$ cat src/rtl/fetch_branch_unit.sv
// fetch_branch_unit
//
// Multi-cycle fetch and next-PC stage. The unit owns the program counter, the
// instruction register and the carry flag. Each instruction passes through
// three phases: FETCH, WAIT_ISSUE and RESOLVE.
//   FETCH      : request imem at pc and capture the returned word on imem_ack.
//   WAIT_ISSUE : present instr to decode until dec_ready.
//   RESOLVE    : wait for res_valid, then load pc with the branch target or pc+4.
//
// Ports
//   clk, rst_n            core clock and asynchronous active-low reset
//   imem_req/imem_addr    fetch request and address (imem_addr = pc)
//   imem_ack/imem_rdata   fetch response
//   instr/instr_valid     instruction register and its handoff strobe to decode
//   dec_ready             decode accepts instr
//   res_valid             branch resolution inputs are valid this cycle
//   cond_jump/uncond_jump/addr_sel  control-unit branch controls
//   rs_val                value of register rs
//   flag_we/carry_in      carry flag update strobe and value
//   pc/link_addr          current pc and pc+4 (link address for bl)
//   carry_flag            registered carry flag
module fetch_branch_unit #(
  parameter logic [31:0] RESET_PC = 32'h0000_0000
) (
  input  logic        clk,
  input  logic        rst_n,
  output logic        imem_req,
  output logic [31:0] imem_addr,
  input  logic        imem_ack,
  input  logic [31:0] imem_rdata,
  output logic [31:0] instr,
  output logic        instr_valid,
  input  logic        dec_ready,
  input  logic        res_valid,
  input  logic [2:0]  cond_jump,
  input  logic        uncond_jump,
  input  logic [1:0]  addr_sel,
  input  logic [31:0] rs_val,
  input  logic        flag_we,
  input  logic        carry_in,
  output logic [31:0] pc,
  output logic [31:0] link_addr,
  output logic        carry_flag
);

  typedef enum logic [1:0] {
    FETCH      = 2'd0,
    WAIT_ISSUE = 2'd1,
    RESOLVE    = 2'd2
  } state_t;

  state_t      state, state_nxt;
  logic [31:0] pc_q;
  logic [31:0] instr_q;
  logic        carry_q;
  logic [31:0] pc_plus4;
  logic [31:0] target;
  logic        taken;
  logic [31:0] pc_nxt;

  function automatic logic cond_eval(
    input logic [2:0]  cj,
    input logic [31:0] rs,
    input logic        cf
  );
    logic c;
    case (cj)
      3'b001:  c = rs[31];
      3'b010:  c = (rs == 32'd0);
      3'b011:  c = (rs != 32'd0);
      3'b100:  c = cf;
      3'b101:  c = ~cf;
      default: c = 1'b0;
    endcase
    return c;
  endfunction

  function automatic logic [31:0] target_calc(
    input logic [1:0]  sel,
    input logic [31:0] pc4,
    input logic [31:0] ir,
    input logic [31:0] rs
  );
    logic signed [31:0] off26;
    logic signed [31:0] off16;
    logic [31:0]        t;
    off26 = {{4{ir[25]}}, ir[25:0], 2'b00};
    off16 = {{14{ir[15]}}, ir[15:0], 2'b00};
    case (sel)
      2'b00:   t = pc4 + off26;
      2'b01:   t = {rs[31:2], 2'b00};
      2'b10:   t = pc4 + off16;
      default: t = pc4;  // reserved encoding always falls through
    endcase
    return t;
  endfunction

  assign pc_plus4 = pc_q + 32'd4;
  assign taken    = uncond_jump | cond_eval(cond_jump, rs_val, carry_q);
  assign target   = target_calc(addr_sel, pc_plus4, instr_q, rs_val);
  assign pc_nxt   = taken ? target : pc_plus4;

  // ---- control: phase sequencing ----
  always_comb begin
    state_nxt   = state;
    imem_req    = 1'b0;
    instr_valid = 1'b0;
    case (state)
      FETCH: begin
        imem_req = 1'b1;
        if (imem_ack) state_nxt = WAIT_ISSUE;
      end
      WAIT_ISSUE: begin
        instr_valid = 1'b1;
        if (dec_ready) state_nxt = RESOLVE;
      end
      RESOLVE: begin
        if (res_valid) state_nxt = FETCH;
      end
      default: state_nxt = FETCH;
    endcase
  end

  // ---- architectural state: pc, instr, carry ----
  always_ff @(posedge clk or negedge rst_n) begin
    if (!rst_n) begin
      state   <= FETCH;
      pc_q    <= RESET_PC;
      instr_q <= 32'd0;
      carry_q <= 1'b0;
    end else begin
      state <= state_nxt;
      if (state == FETCH && imem_ack) instr_q <= imem_rdata;
      if (state == RESOLVE && res_valid) pc_q <= pc_nxt;
      // Resolution above already sampled the pre-edge carry_q.
      if (flag_we) carry_q <= carry_in;
    end
  end

  assign imem_addr  = pc_q;
  assign pc         = pc_q;
  assign instr      = instr_q;
  assign carry_flag = carry_q;
  assign link_addr  = pc_plus4;

endmodule

$ cat config.mk
export PLATFORM = sky130hd
export DESIGN_NAME = fetch_branch_unit
export DESIGN_NICKNAME = d
export VERILOG_FILES = /design/src/rtl/fetch_branch_unit.sv
export SDC_FILE = /design/constraint.sdc
export NUM_CORES = 1
export LEC_CHECK = 0
export ABC_CLOCK_PERIOD_IN_PS = 8400
export CAP_MARGIN = 5
export CORE_MARGIN = 4
export CORE_UTILIZATION = 50
export CTS_BUF_LIST = sky130_fd_sc_hd__clkbuf_16
export DETAILED_ROUTE_END_ITERATION = 8
export PLACE_DENSITY = 0.89
export SLEW_MARGIN = 5
export SYNTH_ARGS = -nofsm -noshare
export SYNTH_HDL_FRONTEND = slang
export SYNTH_SLANG_ARGS = --single-unit
$ cat constraint.sdc
create_clock -name clk -period 8.4 [get_ports clk]
set_input_delay 1.68 -clock clk [delete_from_list [all_inputs] [get_ports clk]]
set_output_delay 1.68 -clock clk [all_outputs]
set_load 0.1 [all_outputs]
==> results of run 1 <==
## per-layer routing
layer | vias up | share of wire, %
met4 | 0 | 3.2
met3 | 48 | 12
li1 | 2792 | -
met5 | - | 0
met1 | 2856 | 40
met2 | 395 | 45
## Yosys cell counts, types with 4 or more instances
master	number	area share (%)
o22ai_1	13	1.4
or3_1	4	0.42
nand2b_1	9	0.95
a31oi_1	5	0.53
nor4_1	10	1.1
nor2_1	50	3.2
a22o_1	8	1.2
a211oi_1	5	0.63
a221oi_1	10	1.5
nor2b_1	8	0.84
o21ai_1	6	0.51
dfrtp_1	65	27
xor2_1	25	3.7
a21oi_1	39	3.3
inv_1	20	1.3
ha_1	33	7.0
nand3_1	26	2.2
a21o_1	21	2.7
o21ai_0	43	3.6
nand2_1	58	3.7
buf_4	37	4.7
and3_1	12	1.3
mux2_2	32	6.1
xnor2_1	32	4.7
nand4_1	9	0.95
nand3b_1	4	0.51
and2_1	5	0.53
and4_1	4	0.59
clkbuf_1	29	1.8
## metrics by stage
step / setup slack (ns) / utilization [%] / area, µm²
global route: 2.67 / 70.2 / 8080
CTS: 2.88 / 70.2 / 8080
finish: 2.85 / 70.2 / 8080
global placement: 3.31 / 67.5 / 7770
floorplan: 2.32 / - / 5950
detailed placement: 3.25 / 67.5 / 7770
## flip-flops by register name, summed over array words and instances (netlist names)
signal and cells:
carry_flag 1, instr 32, state 2, imem_addr 30
## cell usage in the layout (no fill, tap or decap), drive strengths merged, types with 4 or more instances in the layout
master / instances
clkdlybuf4s50: 200
dfrtp: 65
nand2: 58
nor2: 51
o21ai: 49
a21oi: 39
ha: 33
mux2: 33
xnor2: 32
nand3: 26
xor2: 26
inv: 21
a21o: 21
and3: 14
o22ai: 13
nand4: 13
nor4: 11
a221oi: 10
nand2b: 9
clkbuf: 9
nor2b: 8
a22o: 8
conb: 6
buf: 6
and2: 5
a211oi: 5
a31oi: 5
and4: 4
or3: 4
nand3b: 4
clkinv: 4
nor3: 4
## worst register-to-register path, stage by stage (launching register included)
cell      delay [ns]
dfrtp_1         0.46
ha_1            0.29
nand3_1         0.26
nor3_1          0.28
nand2_1         0.10
xnor2_1         0.51
ha_1            0.44
a21oi_1         0.19
o211ai_1        0.11
a221oi_1        0.45
a32oi_1         0.23
a41oi_1         0.43
nor3_2          0.12
a311oi_1        0.41
xor3_1          0.29
o21ai_1         0.12
## logic make-up (layout without fill, tap and decap cells)
logic type,Yosys count,in the layout,share of synthesized area (%)
muxes,35,35,6.61
other,1,6,0.0633
and+or+nand+nor,216,216,19.5
AOI/OAI and AO/OA,188,188,20.8
xor gates and xnor gates,62,62,10.2
DFF,65,65,27.4
buffers and inverters,90,243,8.06
adders and majority gates,34,34,7.30
## worst max-delay path by stage
stage	startpoint	end	slack [ns]	depth (start not counted)
4_1_cts	imem_addr[5]$_DFFE_PN0P_	link_addr[27]	2.88	7
5_1_grt	imem_addr[6]$_DFFE_PN0P_	link_addr[27]	2.67	7
2_1_floorplan	imem_addr[3]$_DFFE_PN0P_	imem_addr[31]$_DFFE_PN0P_	2.32	15
3_3_place_gp	addr_sel[1]	imem_addr[31]$_DFFE_PN0P_	3.31	14
3_5_place_dp	imem_addr[5]$_DFFE_PN0P_	link_addr[27]	3.25	7
6_report	imem_addr[5]$_DFFE_PN0P_	link_addr[27]	2.85	7
## cell type report
type                       count  area share, %
multi-input combinational    541           47.5
timing repair buffer         206           25.3
sequential                    65           20.1
clock buffer                   9           2.79
tap                          143           2.21
clock inverter                 7           1.07
inverter                      21          0.975
==> flow_summary.json, run 1 <==
{
  "status": "complete, no violations",
  "place_inst": 976,
  "rsz0062_at_grt": "false",
  "route.detailed.drc": 0,
  "area_growth_pct": 36.3,
  "worstPathCellList": "nand4_2 > nor4_4 > nand4_4 > nor2_8 > nand3_1 > xnor2_1 > clkdlybuf4s50_1",
  "rows": 39,
  "fmax_mhz": 180,
  "final_nets": 955,
  "synth.avg_cell_area_um2": 8.58,
  "async_flop_share_pct": 100,
  "synthCells": 691,
  "clockBufferDepth": 2,
  "start_util_pct": 51.5,
  "syn_area_um2": 5930,
  "tightest_slew_ns": 1.04,
  "drtIter0Drc": 659,
  "place.gp.congestion": 0.923,
  "die_w_um": 117,
  "grt.overflow.total": 0,
  "cts_hold_buf": 0,
  "regArea_um2": 1630,
  "core_um2": 11500,
  "drive_gt1_share_pct": 7.77,
  "drt_first_pass_iters": 5,
  "hp-start": "instr[31]$_DFFE_PN0P_",
  "hold_viol": 0,
  "r2r_end": "imem_addr[31]$_DFFE_PN0P_",
  "fin_crit_sh_pct": 66.1,
  "grtUsageTotal_pct": 28.8,
  "crit_required_ns": 6.72,
  "cp_top_family": "simple AND/OR/NAND/NOR gates",
  "vias_per_cell": 6.14,
  "skew_ns": 0.00559,
  "ys_ff_latch": 65,
  "instances_no_fill": 992,
  "maxSlewHeadroom_pct": 30.5,
  "yosys_warnings": 0,
  "met2_usage_pct": 44.4,
  "synth_seq_area_share_pct": 27.4,
  "antenna_found_initial": 0,
  "worstReg2RegStart": "imem_addr[2]$_DFFE_PN0P_",
  "hpwl_um": 15000,
  "crit_fanout": 8,
  "hold_depth": 1,
  "routedWlPerCell_um": 20.0,
  "ys_types": 70,
  "holdWs_ns": 0.504,
  "hold_end": "instr[31]$_DFFE_PN0P_",
  "ant_nets": 0,
  "fill_cells": 891,
  "slew_violations": 0,
  "finalCriticalPeriod_ns": 5.55,
  "n_antenna_cell": 0,
  "crit_buf_inv": 1,
  "grt_busiest_layer": "met2",
  "clkSlewWorstSetupHoldPaths_ns": 0.06,
  "critPathCaptureType": "primary output",
  "reg2reg_depth": 15,
  "use_met3_pct": 9.31,
  "port_buffers": 201,
  "cts.sinks": 65,
  "drt-total-wl_um": 19800,
  "cts_setup_buffers": 0,
  "io_pins": 208,
  "cts_made_buffers": 9,
  "critPathArrivalTime_ns": 3.87,
  "synth_flop_cell": "dfrtp_1",
  "cpMaxStageDelayCell": "clkdlybuf4s50_1",
  "vias": 6091,
  "dieHeight_um": 117,
  "setup.worst_path.start_class": "flip-flop",
  "crit_type": "reg -> out",
  "clk_latency_ns": 0.34,
  "setup_viol": 0,
  "htree_levels": 3,
  "min_path_type": "reg -> reg",
  "max_stage_delay_ns": 1.24,
  "maxCapViolCount": 0,
  "final.setup.tns_ns": 0,
  "cts_tree": "done",
  "use_met1_pct": 38.1,
  "cts_resized": 0,
  "multiInputGateArea_um2": 3840,
  "die-area_um2": 13700,
  "rrSetupSlack_ns": 3.65,
  "grt_pass1_vias": 5854,
  "grt_pass1_wl_um": 30600,
  "grt_max_degree": 66,
  "synth_edf_count": 0,
  "cts_root_buf": "clkbuf_16"
}
Power of run 1 is left out: the tool's default activity adds up to more than one toggle a clock period on the data nets, which glitch-free logic cannot reach.
==> inputs of run 2 (changes only) <==
--- a/config.mk
+++ b/config.mk
@@ -5,13 +5,13 @@
 export SDC_FILE = /design/constraint.sdc
 export NUM_CORES = 1
 export LEC_CHECK = 0
-export ABC_CLOCK_PERIOD_IN_PS = 8400
+export ABC_CLOCK_PERIOD_IN_PS = 5400
 export CAP_MARGIN = 5
 export CORE_MARGIN = 4
-export CORE_UTILIZATION = 50
+export CORE_UTILIZATION = 47
 export CTS_BUF_LIST = sky130_fd_sc_hd__clkbuf_16
 export DETAILED_ROUTE_END_ITERATION = 8
-export PLACE_DENSITY = 0.89
+export PLACE_DENSITY = 0.84
 export SLEW_MARGIN = 5
 export SYNTH_ARGS = -nofsm -noshare
 export SYNTH_HDL_FRONTEND = slang
==> constraint.sdc (replaced) <==
create_clock -name clk -period 5.4 [get_ports clk]
set_input_delay 1.08 -clock clk [delete_from_list [all_inputs] [get_ports clk]]
set_output_delay 1.08 -clock clk [all_outputs]
set_load 0.1 [all_outputs]
==> run 2 against run 1 <==
  * Design area up 1.2%
  * Core utilization down 2.9 points
  * First-iteration DRC count down 5.6%
  * Critical path type unchanged
==> flow_summary.json, run 2 (synthesis results as in run 1) <==
{
  "cts.sinks": 65,
  "start_util_pct": 48.7,
  "grt_pass1_wl_um": 32700,
  "cts_setup_buffers": 0,
  "cpMaxStageDelayCell": "clkdlybuf4s50_1",
  "hpwl_um": 16500,
  "crit_buf_inv": 1,
  "grt_max_degree": 66,
  "cts_tree": "done",
  "maxCapViolCount": 0,
  "drt_first_pass_iters": 6,
  "core_um2": 12200,
  "setup_viol": 0,
  "final.setup.tns_ns": 0,
  "drive_gt1_share_pct": 10.8,
  "slew_violations": 0,
  "tightest_slew_ns": 1.07,
  "status": "complete, no violations",
  "crit_required_ns": 4.32,
  "clk_latency_ns": 0.34,
  "cts_made_buffers": 9,
  "die-area_um2": 14500,
  "clkSlewWorstSetupHoldPaths_ns": 0.06,
  "htree_levels": 3,
  "cp_top_family": "buffers and inverters",
  "antenna_found_initial": 0,
  "dieHeight_um": 120,
  "cts_hold_buf": 0,
  "critPathArrivalTime_ns": 3.43,
  "worstPathCellList": "nand4_2 > nor4_4 > nand3_1 > xnor2_2 > clkdlybuf4s50_1",
  "routedWlPerCell_um": 20.5,
  "final_nets": 959,
  "hold_viol": 0,
  "cts_root_buf": "clkbuf_16",
  "vias_per_cell": 5.93,
  "clockBufferDepth": 2,
  "vias": 6050,
  "route.detailed.drc": 0,
  "rsz0062_at_grt": "false",
  "maxSlewHeadroom_pct": 28.7,
  "max_stage_delay_ns": 1.22,
  "critPathCaptureType": "primary output",
  "crit_fanout": 10,
  "grt_pass1_vias": 5793,
  "skew_ns": 0.00824,
  "io_pins": 208,
  "crit_type": "reg -> out",
  "final_cell_mix": "clkdlybuf4s50_1 (190), dfrtp_1 (65), nand2_1 (58)",
  "drt-total-wl_um": 21000,
  "place.gp.congestion": 1.00,
  "cts_resized": 0,
  "area_growth_pct": 38.0,
  "fmax_mhz": 222,
  "final_common_cell": "clkdlybuf4s50_1",
  "setup.worst_path.start_class": "flip-flop",
  "grt.overflow.total": 0,
  "die_w_um": 120,
  "drtIter0Drc": 622,
  "min_path_type": "reg -> reg",
  "rows": 40,
  "finalCriticalPeriod_ns": 4.51,
  "ant_nets": 0,
  "n_antenna_cell": 0,
  "port_buffers": 201,
  "largest_reg_flops": 32,
  "grtUsageTotal_pct": 28.7,
  "fin_crit_sh_pct": 83.5
}
-- run 2: cell count changes in the layout (fill, tap and decap cells not counted), moves of 2 or more --
cell,change
xor2_2,+3
xnor2_1,-13
xnor2_2,+13
bufinv_16,-2
xor2_1,-3
buf_4,+14
clkdlybuf4s50_1,-10
clkinv_1,+4
-- run 2: final cells by class --
class | instances | area (µm²)
inverter | 21 | 78.8
timing repair buffer | 210 | 2050
multi-input combinational | 541 | 3960
fill | 999 | 3980
sequential | 65 | 1630
clock buffer | 9 | 225
clock inverter | 7 | 28.8
tap | 168 | 210
-- run 2: routing by layer --
metal  wire length, µm  vias up  track usage (%)  part of all wire [%]
li1                  -     2799                -                     -
met1              9050     2836             40.2                    43
met2              9340      374             43.7                    45
met3              2050       41             6.45                   9.8
met4               515        0             10.3                   2.5
met5                 0        -                0                     0
-- run 2: worst register-to-register path, delay by kind of cell, from the launching register on --
family / cells / cell delay, ns
compound gates: 7 / 1.85
xor+xnor: 2 / 0.49
fa+ha+maj: 2 / 0.63
flops: 1 / 0.44
simple gates: 4 / 0.81
-- run 2: per-stage QoR --
step	utilization [%]	area (µm²)	hold WS, ns	instances	setup WS [ns]
2_1_floorplan	-	6070	0.524	696	0.00625
4_1_cts	67.3	8180	0.510	1021	0.896
3_3_place_gp	65.2	7930	0.491	1005	1.24
5_1_grt	67.3	8180	0.520	1021	0.637
6_report	67.3	8180	0.503	1021	0.892
3_5_place_dp	65.2	7930	0.498	1005	1.16
-- run 2: path summary, 6_finish.rpt --
| kind | startpoint | end | slack [ns] | depth (start not counted) |
|---|---|---|---|---|
| max in group asynchronous | rst_n | imem_addr[22]$_DFFE_PN0P_ | 3.90 | 2 |
| setup / recovery | imem_addr[6]$_DFFE_PN0P_ | link_addr[17] | 0.89 | 5 |
| setup reg to reg | imem_addr[2]$_DFFE_PN0P_ | imem_addr[31]$_DFFE_PN0P_ | 1.10 | 15 |
| min in group asynchronous | rst_n | instr[8]$_DFFE_PN0P_ | 0.93 | 2 |
| hold reg to reg | instr[31]$_DFFE_PN0P_ | instr[31]$_DFFE_PN0P_ | 0.50 | 1 |
| hold / removal | instr[31]$_DFFE_PN0P_ | instr[31]$_DFFE_PN0P_ | 0.50 | 1 |
Power of run 2 is left out for the same reason.
